### src/rtl/jk_mod_counter.sv
// jk_mod_counter: synchronous modulo-MODULUS up/down counter built from a
// vector of JK cells. Each cycle a J/K excitation pair is derived per bit
// (00 hold, 01 reset, 10 set, 11 toggle) and one clocked block applies the
// JK truth table. tc is a combinational lookahead that lets stages cascade.
module jk_mod_counter #(
  parameter int WIDTH   = 4,
  parameter int MODULUS = 10
) (
  input  logic             clk,
  input  logic             rst_n,
  input  logic             en,
  input  logic             up_dn,
  input  logic             clr,
  input  logic             load,
  input  logic [WIDTH-1:0] load_val,
  output logic [WIDTH-1:0] count,
  output logic [WIDTH-1:0] count_n,
  output logic             tc,
  output logic             wrap,
  output logic             load_err
);

  // Highest legal count, and the modulus widened by one bit so the
  // out-of-range test also works when MODULUS == 2**WIDTH.
  localparam logic [WIDTH-1:0] MAX_VAL = WIDTH'(MODULUS - 1);
  localparam logic [WIDTH:0]   MOD_EXT = (WIDTH + 1)'(MODULUS);
  localparam logic [WIDTH-1:0] ALL_0   = {WIDTH{1'b0}};
  localparam logic [WIDTH-1:0] ALL_1   = {WIDTH{1'b1}};

  logic [WIDTH-1:0] r_q;
  logic             r_wrap;
  logic             r_load_err;

  logic [WIDTH-1:0] w_j;
  logic [WIDTH-1:0] w_k;
  logic             w_wrap_nxt;
  logic             w_lerr_nxt;
  logic             w_at_max;
  logic             w_at_zero;
  logic             w_load_oor;

  // Next state of a single JK cell.
  function automatic logic jk_next(input logic q, input logic j, input logic k);
    logic nxt;
    case ({j, k})
      2'b00:   nxt = q;
      2'b01:   nxt = 1'b0;
      2'b10:   nxt = 1'b1;
      2'b11:   nxt = ~q;
      default: nxt = q;
    endcase
    return nxt;
  endfunction

  assign w_at_max   = (r_q == MAX_VAL);
  assign w_at_zero  = (r_q == ALL_0);
  assign w_load_oor = ({1'b0, load_val} >= MOD_EXT);

  // Derive the per-bit J/K excitation and the pulse flags for this edge.
  always_comb begin
    logic w_run;
    w_j        = ALL_0;
    w_k        = ALL_0;
    w_wrap_nxt = 1'b0;
    w_lerr_nxt = 1'b0;
    w_run      = 1'b1;
    if (clr) begin
      // Reset code on every bit.
      w_k = ALL_1;
    end else if (load) begin
      if (w_load_oor) begin
        // Saturate an illegal load to the top of the range.
        w_j        = MAX_VAL;
        w_k        = ~MAX_VAL;
        w_lerr_nxt = 1'b1;
      end else begin
        w_j = load_val;
        w_k = ~load_val;
      end
    end else if (en) begin
      if (up_dn) begin
        if (w_at_max) begin
          w_k        = ALL_1;
          w_wrap_nxt = 1'b1;
        end else begin
          // Bit i toggles when all lower bits are one.
          for (int i = 0; i < WIDTH; i++) begin
            w_j[i] = w_run;
            w_k[i] = w_run;
            w_run  = w_run & r_q[i];
          end
        end
      end else begin
        if (w_at_zero) begin
          w_j        = MAX_VAL;
          w_k        = ~MAX_VAL;
          w_wrap_nxt = 1'b1;
        end else begin
          // Bit i toggles when all lower bits are zero.
          for (int i = 0; i < WIDTH; i++) begin
            w_j[i] = w_run;
            w_k[i] = w_run;
            w_run  = w_run & ~r_q[i];
          end
        end
      end
    end else begin
      // Hold: all excitation stays 00.
      w_j = ALL_0;
      w_k = ALL_0;
    end
  end

  // Apply the JK truth table per bit and register the one-cycle pulses.
  always_ff @(posedge clk or negedge rst_n) begin
    if (!rst_n) begin
      r_q        <= ALL_0;
      r_wrap     <= 1'b0;
      r_load_err <= 1'b0;
    end else begin
      for (int i = 0; i < WIDTH; i++) begin
        r_q[i] <= jk_next(r_q[i], w_j[i], w_k[i]);
      end
      r_wrap     <= w_wrap_nxt;
      r_load_err <= w_lerr_nxt;
    end
  end

  assign count    = r_q;
  assign count_n  = ~r_q;
  assign wrap     = r_wrap;
  assign load_err = r_load_err;
  assign tc       = en & ~clr & ~load & (up_dn ? w_at_max : w_at_zero);

endmodule

### config.mk
export PLATFORM = sky130hd
export DESIGN_NAME = jk_mod_counter
export DESIGN_NICKNAME = d
export VERILOG_FILES = /design/src/rtl/jk_mod_counter.sv
export SDC_FILE = /design/constraint.sdc
export NUM_CORES = 1
export LEC_CHECK = 0
export BUFFER_PORTS_ARGS = -buffer_cell sky130_fd_sc_hd__buf_4
export CAP_MARGIN = 10
export CORE_MARGIN = 4
export CORE_UTILIZATION = 30
export CTS_BUF_LIST = sky130_fd_sc_hd__clkbuf_2 sky130_fd_sc_hd__clkbuf_4 sky130_fd_sc_hd__clkbuf_8
export DETAILED_ROUTE_END_ITERATION = 8
export MAX_ROUTING_LAYER = met4
export SLEW_MARGIN = 20
export SYNTH_ARGS = -nofsm -noshare
export SYNTH_HDL_FRONTEND = slang
export SYNTH_SLANG_ARGS = --single-unit
### constraint.sdc
create_clock -name clk -period 1.6 [get_ports clk]
set_input_delay 0.24 -clock clk [delete_from_list [all_inputs] [get_ports clk]]
set_output_delay 0.24 -clock clk [all_outputs]
set_load 0.05 [all_outputs]
==> run metrics, run 1 <==
Clock Root Buffer=clkbuf_4; ratio of cells with drive above 1 in the final layout=50.63%; library cells used by synthesis=33; post-route core utilization=48.11%; power per cell area=718.0 nW/um2; largest net degree at the start of global routing=14; fin area=733.2 um2; synthesized area per cell=8.990 um2; Crit. End Element=output pin; Seq/Total Area, Yosys=30.93%; CTS Buf Count=3; Hold Vio Cnt, Final=0; status=finished, violations left; Placer Congestion=0.7958; Via density=5.389; Synth warnings=0; Placed Area=671.9 um2; final worst path period share=103.3%; Final HPWL DP=980.4 um; CTS clk-pin slew, worst paths=0.04 ns; FP Rows=14; initial antenna violation count=0; I/O pin cnt=21; clk buf depth=2; FF-to-FF setup slack=0.20 ns; Final ANT Viol Nets=0; failing checks=setup timing; synth-to-layout area growth=51.03%; First-pass DRT Iterations=4; Die Wd=48.23 um; Via Count=512; # setup viols final=1; Initial DRC Count=5; number of global-route vias before repair=476; critical path data arrival time=1.41 ns; DRC=0; die height=48.23 um; cell area after synthesis=485.5 um2; clk_lat worst skew=0.24 ns; grt total ovfl=0; Routed WL=1301 um; antenna fix cells=0; total global-route track usage=13.13%; Net Count, Synth=64; Setup crit start kind=register; Hold Crit Class=in2reg; Slew Limit Headroom=73.57%; synthesis-stage register bit count=6; Setup Skew=0.004074 ns; Final Slew Violations=0; max cap viols=0; fill count=153; Initial Utilization=31.86%; DIE AREA=2326 um2; setup TNS=-0.05286 ns; Period minus WS final=1.653 ns; clk sinks=6; IO Port Bufs=20; Max FO, Critical Path=4; Mapped Cells=54; Critical Path RT=1.36 ns; first-pass GRT wire length=2035 um; Core Area=1524 um2; RSZ-0062 raised after global routing=true; H-tree levels=1; final worst slack=-0.05286 ns; Crit Path Class=reg2out; Avg WL per Cell=13.69 um; Leak=0.3298 nW; maximum VDD drop=269.7 uV; maximum clock frequency=0.6050 GHz; nets=91; worst slew pin tran=0.3910 ns; TritonCTS clock tree=built
==> cell usage after synthesis <==
cell / n / area, um2
a311oi_1: 1 / 8.760
nor3_2: 1 / 10.01
buf_2: 2 / 10.01
o311ai_1: 1 / 8.760
a211oi_1: 2 / 15.01
nor3b_1: 2 / 15.01
or3b_2: 1 / 8.760
buf_6: 1 / 11.26
nor2_1: 2 / 7.510
nor4bb_1: 1 / 10.01
dfrtp_1: 6 / 150.1
o21bai_1: 1 / 7.510
nor3_1: 2 / 10.01
xnor2_1: 1 / 8.760
o22ai_1: 1 / 6.260
a211o_1: 1 / 8.760
a2111oi_2: 1 / 15.01
nor4b_1: 3 / 26.28
a2111o_1: 1 / 11.26
nand3b_1: 1 / 7.510
o21ai_0: 1 / 5.000
nand2_1: 2 / 7.510
and3_1: 1 / 6.260
nor4_1: 1 / 6.260
inv_1: 6 / 22.52
a2111oi_1: 1 / 10.01
xor2_1: 2 / 17.52
buf_4: 2 / 15.01
nand2b_1: 1 / 6.260
nand3_1: 1 / 5.000
o2bb2ai_1: 1 / 8.760
or3_1: 1 / 6.260
nor2b_1: 2 / 12.51
==> flip-flops by register name, indices dropped and copies added (netlist names) <==
| register | flops |
|---|---|
| wrap | 1 |
| load_err | 1 |
| count | 4 |
==> worst max-delay path, stage by stage, from the launching register on <==
cell	delay (ns)
dfrtp_2	0.43
or3_4	0.35
a211oi_4	0.21
buf_6	0.18
==> cells by family (layout without fill, tap and decap cells) <==
logic type / after synthesis / in the layout / share of synthesized area, %
simple gates: 22 / 22 / 29.90
compound gates: 12 / 12 / 21.65
buf+inv: 11 / 36 / 12.11
flops: 6 / 6 / 30.93
xor+xnor: 3 / 3 / 5.413
==> metal layers <==
layer  share of wire [%]  vias up  routed length [um]  track usage [%]
met5                   0        -                   0                -
li1                    -      251                   -                -
met2                  44       17                 574            19.79
met4                   0        0                   0            6.452
met3                 7.8        0                 101            2.583
met1                  48      244                 626            16.52
==> cell usage in the layout, fill, tap and decap left out, types with 2 or more instances in the layout <==
cell type,n
nand2_1,2
inv_1,6
xor2_1,2
nor3_1,2
dfrtp_1,2
clkbuf_4,3
nor2b_1,2
dfrtp_2,4
buf_4,25
nor2_1,2
nor4b_1,3
==> where the power goes <==
group	internal [mW]	total (mW)	leakage (nW)	switching, mW
registers	0.162	0.174	0.0745	0.0113
logic	0.0852	0.214	0.242	0.129
clock network	0.0848	0.139	0.0138	0.0537
==> stage by stage <==
step,hold slack (ns),setup WS (ns),power (mW),cells
after floorplan,-0.05559,-0.1954,0.3135,54
after global placement,0.04907,0.1660,0.3798,89
after detailed placement,0.05039,0.1570,0.3808,89
after CTS,0.2029,-0.06256,0.5319,95
after global routing,0.2060,-0.09325,0.5585,95
final,0.2124,-0.05286,0.5264,95
==> area by class of cell <==
cell class / instances / area, um2 / area share (%)
multi-input combinational: 37 / 304.0 / 41.47
inverter: 6 / 22.52 / 3.072
timing repair buffer: 27 / 209.0 / 28.50
sequential: 6 / 155.1 / 21.16
clock buffer: 3 / 22.52 / 3.072
tap: 16 / 20.02 / 2.730
==> final timing paths <==
path	startpoint	end	cells past startpoint
worst max-delay path	count[0]$_DFFE_PN0P_	tc	3
worst min-delay path	clr	count[0]$_DFFE_PN0P_	2
worst max register to register	count[0]$_DFFE_PN0P_	count[1]$_DFFE_PN0P_	4
worst min register to register	count[3]$_DFFE_PN0P_	wrap$_DFF_PN0_	2
max in group asynchronous	rst_n	count[0]$_DFFE_PN0P_	2
min in group asynchronous	rst_n	count[2]$_DFFE_PN0P_	2
==> repair_timing <==
item | CTS | global route
setup buffers | 2 | 0
setup endpoints to repair | 1 | 1
gates resized for setup | 2 | 1
hold buffers | 1 | 0
endpoints found under the hold margin | 6 | 0
pin swaps | 1 | 0
Power figures use the tool's default switching activity.
==> inputs of run 2 (changes only) <==
--- a/config.mk
+++ b/config.mk
@@ -7,11 +7,12 @@
 export LEC_CHECK = 0
 export BUFFER_PORTS_ARGS = -buffer_cell sky130_fd_sc_hd__buf_4
 export CAP_MARGIN = 10
-export CORE_MARGIN = 4
-export CORE_UTILIZATION = 30
+export CORE_AREA = 4 4 41 43
 export CTS_BUF_LIST = sky130_fd_sc_hd__clkbuf_2 sky130_fd_sc_hd__clkbuf_4 sky130_fd_sc_hd__clkbuf_8
 export DETAILED_ROUTE_END_ITERATION = 8
+export DIE_AREA = 0 0 45 47
 export MAX_ROUTING_LAYER = met4
+export SKIP_CTS_REPAIR_TIMING = 1
 export SLEW_MARGIN = 20
 export SYNTH_ARGS = -nofsm -noshare
 export SYNTH_HDL_FRONTEND = slang
==> run metrics, run 2 (synthesis results as in run 1) <==
maximum clock frequency=0.6036 GHz (was 0.6050 GHz); Via density=5.379 (was 5.389); FP Rows=13 (was 14); clk sinks=6 (unchanged); RSZ-0062 raised after global routing=true (unchanged); reg-to-reg critical path endpoint=count[3]$_DFFE_PN0P_ (was count[1]$_DFFE_PN0P_); Die Wd=45 um (was 48.23 um); DRC=0 (unchanged); setup TNS=-0.05677 ns (was -0.05286 ns); reg2reg start=count[0]$_DFFE_PN0P_ (unchanged); Setup crit start kind=register (unchanged); area of the multi-input gates=305.3 um2 (was 304.0 um2); clk_lat worst skew=0.24 ns (about the same); commonest non-fill, non-tap cell in the layout=buf_4 (unchanged); CTS clk-pin slew, worst paths=0.04 ns (about the same); Via Count=511 (was 512); IO Port Bufs=20 (unchanged); Avg WL per Cell=14.14 um (was 13.69 um); failing checks=setup timing (unchanged); I/O pin cnt=21 (unchanged); maximum VDD drop=250.6 uV (was 269.7 uV); total global-route track usage=14.22% (was 13.13%); Placed Area=678.2 um2 (was 671.9 um2); GRT met2 Usage=22.03% (was 19.79%); # setup viols final=1 (unchanged); ratio of cells with drive above 1 in the final layout=51.25% (was 50.63%); Period minus WS final=1.657 ns (was 1.653 ns); CTS Buf Count=3 (unchanged); Max FO, Critical Path=2 (was 4); fill count=132 (was 153); DIE AREA=2115 um2 (was 2326 um2); Hold Crit Endpoint=count[0]$_DFFE_PN0P_ (unchanged); Slew Limit Headroom=75.56% (was 73.57%); Hold Vio Cnt, Final=0 (unchanged); Placement Setup Slack=0.1562 ns (was 0.1570 ns); final worst slack=-0.05677 ns (was -0.05286 ns); grt total ovfl=0 (unchanged); fin area=740.7 um2 (was 733.2 um2); Final HPWL DP=1019 um (was 980.4 um); First-pass DRT Iterations=4 (unchanged); die height=47 um (was 48.23 um); Top Usage Layer GRT=met2 (unchanged); M3 GR Usage=2.682% (was 2.583%); status=finished, violations left (unchanged); initial antenna violation count=0 (unchanged); clk buf depth=2 (unchanged); first-pass GRT wire length=2090 um (was 2035 um); power per cell area=710.1 nW/um2 (was 718.0 nW/um2); number of global-route vias before repair=482 (was 476); Final ANT Viol Nets=0 (unchanged); register area=155.1 um2 (unchanged); max cap viols=0 (unchanged); nets=92 (was 91); Final Power=0.5260 mW (was 0.5264 mW); max reg flops=4 (unchanged); Clock Root Buffer=clkbuf_4 (unchanged); critical path data arrival time=1.42 ns (was 1.41 ns); Leak=0.3357 nW (was 0.3298 nW); Min-Delay Startpoint=clr (unchanged); Placed Cells incl. Taps=89 (unchanged); worst slew pin tran=0.3615 ns (was 0.3910 ns); antenna fix cells=0 (unchanged); Crit Path Class=reg2out (unchanged); final worst path period share=103.5% (was 103.3%); Placer Congestion=0.7993 (was 0.7958); hold depth=2 (unchanged); most frequent cells in the layout=26 x buf_4, 6 x inv_1, 4 x dfrtp_2 (was 25 x buf_4, 6 x inv_1, 4 x dfrtp_2); Hold Crit Class=in2reg (unchanged); Routed WL=1343 um (was 1301 um); TritonCTS clock tree=built (unchanged); H-tree levels=1 (unchanged); worst r2r path cells=5 (was 4); Critical Path RT=1.36 ns (about the same); Crit. End Element=output pin (unchanged); largest net degree at the start of global routing=14 (unchanged); Initial DRC Count=13 (was 5); FF-to-FF setup slack=0.06 ns (was 0.20 ns); synth-to-layout area growth=52.58% (was 51.03%); Setup Skew=0.003829 ns (was 0.004074 ns); Initial Utilization=37.31% (was 31.86%); Final Slew Violations=0 (unchanged); met1 GRT Util=17.63% (was 16.52%); Core Area=1301 um2 (was 1524 um2); Layout Cells excl Fill=95 (unchanged)
[run 2: cell count changes in the layout (fill, tap and decap cells not counted)]
cell,change
nor4b_1,-1
nor4b_2,+1
buf_4,+1
nand3_2,-1
nand3_1,+1
[run 2: area by class of cell]
class	instances	share of cell area, %
Sequential cell	6	20.95
Clock buffer	3	3.041
Tap cell	15	2.534
Timing Repair Buffer	28	29.22
Inverter	6	3.041
Multi-Input combinational cell	37	41.22
[run 2: how the worst max path moves through the flow]
stage,slack (ns),from,end,depth (start not counted)
finish,-0.06,count[3]$_DFFE_PN0P_,tc,3
global route,-0.10,count[3]$_DFFE_PN0P_,tc,3
CTS,-0.09,count[3]$_DFFE_PN0P_,tc,3
detailed placement,0.16,up_dn,tc,4
global placement,0.15,count[0]$_DFFE_PN0P_,count[3]$_DFFE_PN0P_,4
floorplan,-0.20,count[0]$_DFFE_PN0P_,tc,3
[run 2: routing by layer]
layer | part of all wire (%) | routed length (um)
met5 | 0 | 0
met2 | 52 | 692
met3 | 5.2 | 70
met4 | 0 | 0
met1 | 43 | 580
[run 2: critical path: stages, from the launching register on]
cell      delay, ns
dfrtp_2        0.40
or3_4          0.38
a211oi_4       0.21
buf_6          0.18
[run 2: report_power, final]
group / leakage [nW] / switching (mW) / internal [mW] / total [mW]
clock: 0.0138 / 0.0488 / 0.0845 / 0.133
sequential: 0.0745 / 0.0121 / 0.163 / 0.175
combinational: 0.247 / 0.130 / 0.0882 / 0.218
[run 2: stage by stage]
step	util, %	hold WS (ns)
after floorplan	-	-0.05559
after global placement	52.12	0.04892
after detailed placement	52.12	0.04817
after CTS	53.85	-0.2101
after global routing	56.92	0.2218
final	56.92	0.2230
